===== src/rtl/normalize_round.sv =====
// Normalize-and-round stage for single-precision addition. Takes an aligned
// 28-bit sum (carry, hidden, fraction, guard, round, sticky), normalizes it one
// bit per cycle, rounds to nearest-even and packs an IEEE-754 result.
module normalize_round (
  input  logic        clk,
  input  logic        rst,
  input  logic        in_valid,
  output logic        in_ready,
  input  logic        in_sign,
  input  logic [7:0]  in_exp,
  input  logic [27:0] in_mant,
  output logic        out_valid,
  input  logic        out_ready,
  output logic [31:0] out_result,
  output logic        out_overflow,
  output logic        out_inexact
);

  typedef enum logic [1:0] {StIdle, StNorm, StRound, StDone} state_e;

  state_e      r_state, w_state;
  logic        r_sign, w_sign;
  logic [8:0]  r_exp, w_exp;
  logic [27:0] r_mant, w_mant;
  logic [31:0] r_result, w_result;
  logic        r_ovf, w_ovf;
  logic        r_inexact, w_inexact;

  // Rounding datapath, only consumed in StRound.
  logic        w_inc;
  logic [24:0] w_sum;
  logic [23:0] w_field;
  logic [8:0]  w_exp_rnd;

  // Round-to-nearest-even on the 24-bit significand [26:3].
  assign w_inc     = r_mant[2] & (r_mant[1] | r_mant[0] | r_mant[3]);
  assign w_sum     = {1'b0, r_mant[26:3]} + 25'(w_inc);
  assign w_field   = w_sum[24] ? w_sum[24:1] : w_sum[23:0];
  assign w_exp_rnd = r_exp + 9'(w_sum[24]);

  assign in_ready     = (r_state == StIdle);
  assign out_valid    = (r_state == StDone);
  assign out_result   = r_result;
  assign out_overflow = r_ovf;
  assign out_inexact  = r_inexact;

  // State and datapath registers; reset aborts any operation in flight.
  always_ff @(posedge clk or posedge rst) begin
    if (rst) begin
      r_state   <= StIdle;
      r_sign    <= 1'b0;
      r_exp     <= 9'd0;
      r_mant    <= 28'd0;
      r_result  <= 32'd0;
      r_ovf     <= 1'b0;
      r_inexact <= 1'b0;
    end else begin
      r_state   <= w_state;
      r_sign    <= w_sign;
      r_exp     <= w_exp;
      r_mant    <= w_mant;
      r_result  <= w_result;
      r_ovf     <= w_ovf;
      r_inexact <= w_inexact;
    end
  end

  // Next-state and datapath update for each FSM state.
  always_comb begin
    w_state   = r_state;
    w_sign    = r_sign;
    w_exp     = r_exp;
    w_mant    = r_mant;
    w_result  = r_result;
    w_ovf     = r_ovf;
    w_inexact = r_inexact;
    case (r_state)
      StIdle: begin
        if (in_valid) begin
          w_sign  = in_sign;
          // A zero exponent behaves as 1 so denormals share the normal path.
          w_exp   = (in_exp == 8'd0) ? 9'd1 : {1'b0, in_exp};
          w_mant  = in_mant;
          w_state = StNorm;
        end
      end
      StNorm: begin
        if (r_mant == 28'd0) begin
          w_result  = 32'd0;
          w_ovf     = 1'b0;
          w_inexact = 1'b0;
          w_state   = StDone;
        end else if (r_mant[27]) begin
          // Carry-out: shift right, folding the lost bit into sticky.
          w_mant  = {1'b0, r_mant[27:2], r_mant[1] | r_mant[0]};
          w_exp   = r_exp + 9'd1;
          w_state = StRound;
        end else if (r_mant[26] || (r_exp == 9'd1)) begin
          w_state = StRound;
        end else begin
          // One left shift per cycle; sticky stays in place.
          w_mant = {r_mant[26:1], 1'b0, r_mant[0]};
          w_exp  = r_exp - 9'd1;
        end
      end
      StRound: begin
        w_inexact = |r_mant[2:0];
        if (w_exp_rnd >= 9'd255) begin
          w_result = {r_sign, 8'hFF, 23'd0};
          w_ovf    = 1'b1;
        end else begin
          w_ovf = 1'b0;
          // Without the hidden bit the exponent is necessarily 1: denormal.
          w_result = {r_sign, w_field[23] ? w_exp_rnd[7:0] : 8'h00, w_field[22:0]};
        end
        w_state = StDone;
      end
      StDone: begin
        if (out_ready) begin
          w_state = StIdle;
        end
      end
      default: w_state = StIdle;
    endcase
  end

endmodule


===== config.mk =====
export PLATFORM = sky130hd
export DESIGN_NAME = normalize_round
export DESIGN_NICKNAME = d
export VERILOG_FILES = /design/src/rtl/normalize_round.sv
export SDC_FILE = /design/constraint.sdc
export NUM_CORES = 1
export LEC_CHECK = 0
export BUFFER_PORTS_ARGS = -buffer_cell sky130_fd_sc_hd__clkbuf_2
export CORE_UTILIZATION = 60
export DETAILED_ROUTE_END_ITERATION = 10
export PLACE_DENSITY = 0.81
export REMOVE_ABC_BUFFERS = 1
export SKIP_LAST_GASP = 1
export SLEW_MARGIN = 10
export SYNTH_ARGS = -nofsm -noshare
export SYNTH_HDL_FRONTEND = slang
export SYNTH_SLANG_ARGS = --single-unit
export TNS_END_PERCENT = 1

===== constraint.sdc =====
create_clock -name clk -period 8.9 [get_ports clk]
set_input_delay 1.78 -clock clk [delete_from_list [all_inputs] [get_ports clk]]
set_output_delay 1.78 -clock clk [all_outputs]
set_load 0.005 [all_outputs]

Word level (Yosys, flattened, before mapping)
Index checks and enable logic that the tools add are counted.
{ "totals": {"regBits": 74, "input_bits": 41, "wordCells": 67} }
{ "classes": {"addsub": 4, "n_lt_le_gt_ge": 1, "eq_ne": 11, "muxes": 26, "bitwise": 3, "n_reduce_logical": 13} }
{ "op_table": {"columns": ["op", "count"], "rows": [
  ["two-way mux 28 bit", 4],
  ["one-hot mux 32 bit (2 select lines)", 1],
  ["one-hot mux 28 bit (2 select lines)", 1],
  ["two-way mux 9 bit", 4],
  ["two-way mux 32 bit", 1],
  ["two-way mux 31 bit", 1],
  ["logical NOT 28 bit", 1],
  ["adder 24 x 1 -> 25 bit", 1],
  ["two-way mux 24 bit", 1],
  ["one-hot mux 9 bit (2 select lines)", 1],
  ["two-way mux 8 bit", 2],
  ["two-way mux 2 bit", 5],
  ["adder 9 x 1 -> 9 bit", 1],
  ["adder 9 x 1 -> 9 bit, second input constant", 1],
  ["equality test 9 x 1 -> 1 bit, second input constant", 1],
  [">= comparator 9 x 8 -> 1 bit, second input constant", 1],
  ["subtractor 9 x 1 -> 9 bit, second input constant", 1],
  ["logical NOT 8 bit", 1],
  ["!= test 2 bit, second input constant", 4],
  ["one-hot mux 2 bit (4 select lines)", 1],
  ["AND reduction 4 bit", 2],
  ["AND reduction 3 bit", 2],
  ["equality test 2 bit, second input constant", 2],
  ["!= test 4 bit, second input constant", 1],
  ["other kinds (12)", 17]
]} }

Depth between registers and ports, before layout
Gate-level depths: netlist of the first run.
{ "depth": {"ltp_word": 8, "mapped_depth": 15, "depth_no_buf": 13} }

Worst setup path after synthesis of the first run
OpenSTA, ideal clock, no wires.
{ "synth_timing": {"path_kind": "register -> register", "from": "reg r_mant[2]", "to": "reg r_result[0], in the netlist out_result[0]", "arrival_ns": 3.473, "slack_ns": 5.271, "path_stages_with_launch": 15, "synth_period_minus_slack_ns": 3.629, "path_cell_list": "dfrtp_1 -> and2_1 -> ha_1 -> nand4_2 -> or3_1 -> or4_1 -> buf_6 -> clkinv_8 -> ha_1 -> ha_1 -> nand2b_1 -> o21ai_0 -> a21oi_1 -> o311ai_1 -> o31ai_1"} }
{ "synth_via": {"elab_chain_len": 6} }
{ "synth_rtl": {"columns": ["item", "line_no", "text"], "rows": [
  ["start: declaration", "24", "logic [27:0] r_mant, w_mant;"],
  ["start signal: assignment", "61", "r_mant <= w_mant;"],
  ["bitwise AND 1 bit", "36", "assign w_inc = r_mant[2] & (r_mant[1] | r_mant[0] | r_mant[3]);"],
  ["adder 24 x 1 -> 25 bit", "37", "assign w_sum = {1'b0, r_mant[26:3]} + 25'(w_inc);"],
  ["adder 9 x 1 -> 9 bit", "39", "assign w_exp_rnd = r_exp + 9'(w_sum[24]);"],
  [">= comparator 9 x 8 -> 1 bit", "108", "if (w_exp_rnd >= 9'd255) begin"],
  ["two-way mux 31 bit", "108", null],
  ["one-hot mux 32 bit (2 select lines)", "77", "case (r_state)"],
  ["end signal: assignment", "62", "r_result <= w_result;"],
  ["end: declaration", "25", "logic [31:0] r_result, w_result;"]
]} }
Several ways; a longest one is shown, not always the timed one.
A chain may end at the register's enable or synchronous reset.

Final worst setup path of the first run
{ "layout_timing": {"from": "reg r_mant[2]", "to": "reg r_result[24], in the netlist out_result[24]"} }
{ "layout_via": {"elab_chain_len": 6} }
{ "layout_rtl": {"columns": ["item", "line_no"], "rows": [
  ["bitwise AND 1 bit", "36"],
  ["adder 24 x 1 -> 25 bit", "37"],
  ["adder 9 x 1 -> 9 bit / two-way mux 24 bit (equally long branches)", "39, 38"],
  [">= comparator 9 x 8 -> 1 bit / two-way mux 8 bit (equally long branches)", "108, 114"],
  ["two-way mux 31 bit", "108"],
  ["one-hot mux 32 bit (2 select lines)", "77"]
]} }
Several ways; a longest one is shown, not always the timed one.

==> flow_summary.toml, run 1 <==
[run_status]
status = "finished, final reports clean"

[synth]
syn_area_per_cell_um2 = 9.13
netlist_area_um2 = 4750
synth_edf_count = 0
yosysWarnings = 0
ys.flop_type = "dfrtp_1"
postSynth.asyncResetShare = 1.00
seq_area_frac_synth = 0.389
synth_cell_type_count = 60
synth-seq-cells = 74
netlist_instances = 521

[clocking]
clockBufferDepth = 2
clock-root-buffer = "clkbuf_8"
cts_tree = "yes"
cts_resized = 0
clkSinkCount = 74
holdBufCountCts = 0
cts.clk_slew.worst_paths_ps = 80
clock_latency_ps = 340
post-cts-setup-buffers = 0
numCtsBuffers = 9
htree_levels = 3

[detailed_routing]
viasPerCell = 6.55
antenna_left = 0
firstDrtPassIters = 5
wire_per_inst_um = 18.0
drt_iter0_markers = 364
drcViolationCount = 0
vias = 4400
routed_wl_um = 12100

[worst_setup_path]
path_class = "register to register"
worst-path-max-fanout = 23
crit_chain = "and2_1, ha_1, nand4_2, or3_1, or4_1, clkinv_8, ha_1, ha_1, nand2b_1, o21ai_0, a21oi_1, o31a_1, o221ai_1"
endpoint_kind = "register"
r2r_start = "r_mant[2]$_DFFE_PP0P_"
cpMostUsedCell = "ha_1"
critPathLaunchType = "register"
reg2reg_slack_ps = 4420
cp_data_required_time_ps = 9090
cpPeakStageDelay_ps = 760
r2r_end = "out_result[24]$_DFFE_PP0P_"
startpoint = "r_mant[2]$_DFFE_PP0P_"
crit_arrival_ps = 4660
reg2reg_depth = 13
critPathSlowestCell = "or4_1"

[floorplan]
coreArea_um2 = 7690
fp-row-count = 32
die_y_um = 91.0
start_util = 0.618
pin_count = 77
die_w_um = 91.0
die_area_um2 = 8280

[timing]
worst_slew_pin_slew_ps = 1220
final_max_slew_viol_count = 0
final-setup-viol-count = 0
hold_violations = 0
slew_headroom = 0.184
setup_slack_ps = 4420
fmax_mhz = 223
fin_setup_tns_ps = 0
rsz0062_at_grt = "no"
timing.final.crit_share = 0.503
skew_ps = 11.2
period_needed_ps = 4480
hold_ws_ps = 485

[grt]
grt_pass1_wl_um = 20200
grtUsageTotal = 0.303
grt_max_degree = 75
grt_pass1_vias = 3989
antenna_found_initial = 0
overflow = 0

[place]
placed_area_um2 = 5090
port-buffer-count = 76
dp_hpwl_um = 8330
pre_cts_slack_ps = 4480
gp_congestion = 0.959
dpl.cell_count = 656

[hold_path]
worstHoldPathCells = 2
hold_path_end = "out_overflow$_DFFE_PP0P_"
hp-class = "register to register"
worstHoldStart = "out_overflow$_DFFE_PP0P_"

[run]
maxCapViolations = 0

[final_layout]
drive_above_1_share = 0.242
area_growth_pct = 10.6
instances_no_fill = 672
antenna_cells = 0
finalInstanceArea_um2 = 5260
layout.nets = 616

[pwr]
p_leak_nw = 2.27
p_per_area_nw_per_um2 = 394
vdd_drop_max_mv = 0.272
==> per-layer routing <==
metal,up-vias,GRT usage,routed length [µm]
met2,196,0.468,5670
met4,0,0.0939,199
li1,2041,-,-
met3,22,0.0343,720
met5,-,0,0
met1,2141,0.448,5480
==> sequential cells by signal, summed over array words and instances, names as in the netlist <==
signal / flops
out_inexact: 1
out_overflow: 1
out_result: 32
r_exp: 9
r_mant: 28
r_sign: 1
r_state: 2
==> area by class of cell <==
cell class | instances | area (µm²)
multi-input combinational | 383 | 2630
fill | 670 | 2430
sequential | 74 | 1850
timing repair buffer | 81 | 418
clock buffer | 10 | 128
tap | 102 | 128
inverter | 16 | 72.6
clock inverter | 6 | 33.8
==> stage by stage <==
step | power [mW] | utilization
floorplan | 1.47 | -
global placement | 1.79 | 0.663
detailed placement | 1.83 | 0.663
CTS | 2.06 | 0.684
global route | 2.24 | 0.684
finish | 2.07 | 0.684
==> power by group <==
group          leakage, nW  total (mW)  internal (mW)  switching [mW]
registers            0.894       0.761          0.506           0.254
logic                 1.29        1.09          0.492           0.596
clock network       0.0896       0.224         0.0994           0.125
total                 2.27        2.07           1.10           0.975
==> cells in the mapped netlist, drive strengths merged (13+ instances only) <==
master	n	area (µm²)
a21oi	17	88.8
a221oi	24	210
a32o	15	150
buf	20	114
clkbuf	28	106
dfrtp	74	1850
inv	15	56.3
mux2	27	304
nand2	43	161
nand3	15	80.1
nor2	66	258
o221ai	13	114
==> placed cells by master (no fill, tap or decap), drive strengths merged, types with 9 or more instances in the layout <==
cell	instances
a21oi	17
a221oi	24
a32o	15
clkbuf	86
dfrtp	74
ha	10
inv	15
mux2	27
nand2	43
nand3	15
nand4	12
nor2	66
nor4	12
o21ai	11
o221ai	13
o22ai	9
o31ai	11
xnor2	11
xor2	12
==> cells by family (layout without fill, tap and decap cells) <==
group,Yosys count,in the layout,synth area share
AOI/OAI and AO/OA,131,131,0.213
xor gates and xnor gates,23,23,0.0424
adders and majority gates,10,10,0.0263
buffers and inverters,64,113,0.0616
DFF,74,74,0.389
muxes,29,29,0.0682
and+or+nand+nor,190,190,0.199
==> worst max path at each step <==
stage,endpoint
after floorplan,out_result[23]$_DFFE_PP0P_
after global placement,out_result[29]$_DFFE_PP0P_
after detailed placement,out_result[23]$_DFFE_PP0P_
after CTS,out_result[23]$_DFFE_PP0P_
after global routing,out_result[27]$_DFFE_PP0P_
final,out_result[24]$_DFFE_PP0P_
==> critical path, delay by kind of cell, from the launching register on <==
family	cells	cell delay, ps
AOI/OAI and AO/OA	4	1360
buffers and inverters	1	140
adders and majority gates	3	640
DFF	1	470
and+or+nand+nor	5	1720
No activity file was read; power rests on OpenSTA's default activity.
==> inputs of run 2 (changes only) <==
--- a/config.mk
+++ b/config.mk
@@ -6,9 +6,9 @@
 export NUM_CORES = 1
 export LEC_CHECK = 0
 export BUFFER_PORTS_ARGS = -buffer_cell sky130_fd_sc_hd__clkbuf_2
-export CORE_UTILIZATION = 60
+export CORE_UTILIZATION = 52
 export DETAILED_ROUTE_END_ITERATION = 10
-export PLACE_DENSITY = 0.81
+export PLACE_DENSITY = 0.74
 export REMOVE_ABC_BUFFERS = 1
 export SKIP_LAST_GASP = 1
 export SLEW_MARGIN = 10
==> constraint.sdc (replaced) <==
create_clock -name clk -period 3.59 [get_ports clk]
set_input_delay 0.718 -clock clk [delete_from_list [all_inputs] [get_ports clk]]
set_output_delay 0.718 -clock clk [all_outputs]
set_load 0.005 [all_outputs]
==> flow_summary.toml, run 2 (synthesis gave the netlist of run 1 again) <==
[run_status]
status = "complete, but fails checks"
failed_checks = "design-rule violations"

[floorplan]
coreArea_um2 = 8810
fp-row-count = 34
pin_count = 77
die_w_um = 97.6
die_area_um2 = 9530
start_util = 0.540
die_y_um = 97.6

[pwr]
p_per_area_nw_per_um2 = 1000
p_total_mw = 5.57
p_leak_nw = 2.43
vdd_drop_max_mv = 0.617

[detailed_routing]
drcViolationCount = 6
firstDrtPassIters = 10
viasPerCell = 6.36
vias = 4502
wire_per_inst_um = 18.1
routed_wl_um = 12800
drt_iter0_markers = 465
antenna_left = 0

[clocking]
clock-root-buffer = "clkbuf_8"
htree_levels = 3
clockBufferDepth = 2
clkSinkCount = 74
cts.clk_slew.worst_paths_ps = 90
cts_tree = "yes"
numCtsBuffers = 9
post-cts-setup-buffers = 0
clock_latency_ps = 350

[worst_setup_path]
critPathLaunchType = "register"
cpMostUsedCell = "ha_1"
endpoint_kind = "register"
cp_data_required_time_ps = 3830
worst-path-max-fanout = 23
crit_arrival_ps = 3720
crit_chain = "and2_1, ha_1, nand4_2, or3_1, or4_4, clkinv_8, ha_1, ha_2, nand2b_1, o21ai_0, a21oi_2, o31a_1, buf_12, a32o_1"
cpPeakStageDelay_ps = 610
critPathSlowestCell = "or4_4"
path_class = "register to register"

[timing]
worst_slew_pin_slew_ps = 866
slew_headroom = 0.419
setup_slack_ps = 110
hold_violations = 0
timing.final.crit_share = 0.969
hold_ws_ps = 418
final-setup-viol-count = 0
fmax_mhz = 287
skew_ps = 11.3
final_max_slew_viol_count = 0
period_needed_ps = 3480

[hold_path]
hp-class = "input pin to async pin"

[final_layout]
layout.nets = 646
area_growth_pct = 17.1
largest_reg_flops = 32
post-route-util = 0.632
final_common_cell = "clkbuf_2"
antenna_cells = 0
final_cell_mix = "clkbuf_2 (76), dfrtp_1 (74), nor2_1 (64)"
n_fill_cell = 777
finalInstanceArea_um2 = 5570
drive_above_1_share = 0.287

[place]
placed_area_um2 = 5340
gp_congestion = 0.903
port-buffer-count = 76
pre_cts_slack_ps = 25.2
dp_hpwl_um = 9230

[run]
maxCapViolations = 0

[grt]
antenna_found_initial = 0
grt_pass1_wl_um = 21300
grt_max_degree = 48
grtUsageTotal = 0.278
overflow = 0
grt_pass1_vias = 4259
==> run 2: layout make-up <==
type | instances | area [µm²] | share of cell area
Multi-Input combinational cell | 383 | 2640 | 0.475
Sequential cell | 74 | 1850 | 0.333
Timing Repair Buffer | 111 | 656 | 0.118
Clock buffer | 10 | 138 | 0.0247
Tap cell | 108 | 135 | 0.0243
Clock inverter | 6 | 72.6 | 0.0130
Inverter | 16 | 72.6 | 0.0130
==> run 2: through the flow <==
stage / instances / setup TNS [ps]
3_5_place_dp: 692 / 0
5_1_grt: 708 / -135
6_report: 708 / 0
2_1_floorplan: 473 / -5490
4_1_cts: 708 / 0
3_3_place_gp: 692 / 0
==> run 2: worst paths after layout <==
kind,end,slack (ps),from,cells past startpoint
worst max-delay path,out_result[1]$_DFFE_PP0P_,110,r_mant[2]$_DFFE_PP0P_,14
worst min-delay path,out_result[30]$_DFFE_PP0P_,420,rst,3
worst max register to register,out_result[1]$_DFFE_PP0P_,110,r_mant[2]$_DFFE_PP0P_,14
worst min register to register,out_result[2]$_DFFE_PP0P_,480,out_result[2]$_DFFE_PP0P_,2
max in group asynchronous,r_exp[3]$_DFFE_PP0P_,2710,rst,3
min in group clk,out_result[2]$_DFFE_PP0P_,480,out_result[2]$_DFFE_PP0P_,2
==> run 2: power breakdown <==
group	internal [mW]	leakage, nW	total (mW)	switching, mW
logic	1.42	1.44	3.18	1.76
clock network	0.347	0.103	0.692	0.344
registers	1.26	0.894	1.69	0.437
total	3.02	2.43	5.57	2.55
==> run 2: what timing repair did <==
item                                    4_1_cts  5_1_grt
endpoints found under the setup margin        0       31
hold buffers                                  0        0
resized for setup                             0        3
==> run 2: routing by layer <==
layer,wire [µm],GRT usage,part of all wire
met1,5840,0.403,0.46
met2,5990,0.431,0.47
met3,754,0.0388,0.059
met4,202,0.0862,0.016
met5,0,0,0
==> run 2: worst max-delay path: cells and delay by family, from the launching register on <==
| kind | cells | cell delay (ps) |
|---|---|---|
| simple gates | 5 | 1350 |
| compound gates | 4 | 830 |
| fa+ha+maj | 3 | 570 |
| flops | 1 | 340 |
| buf+inv | 2 | 260 |
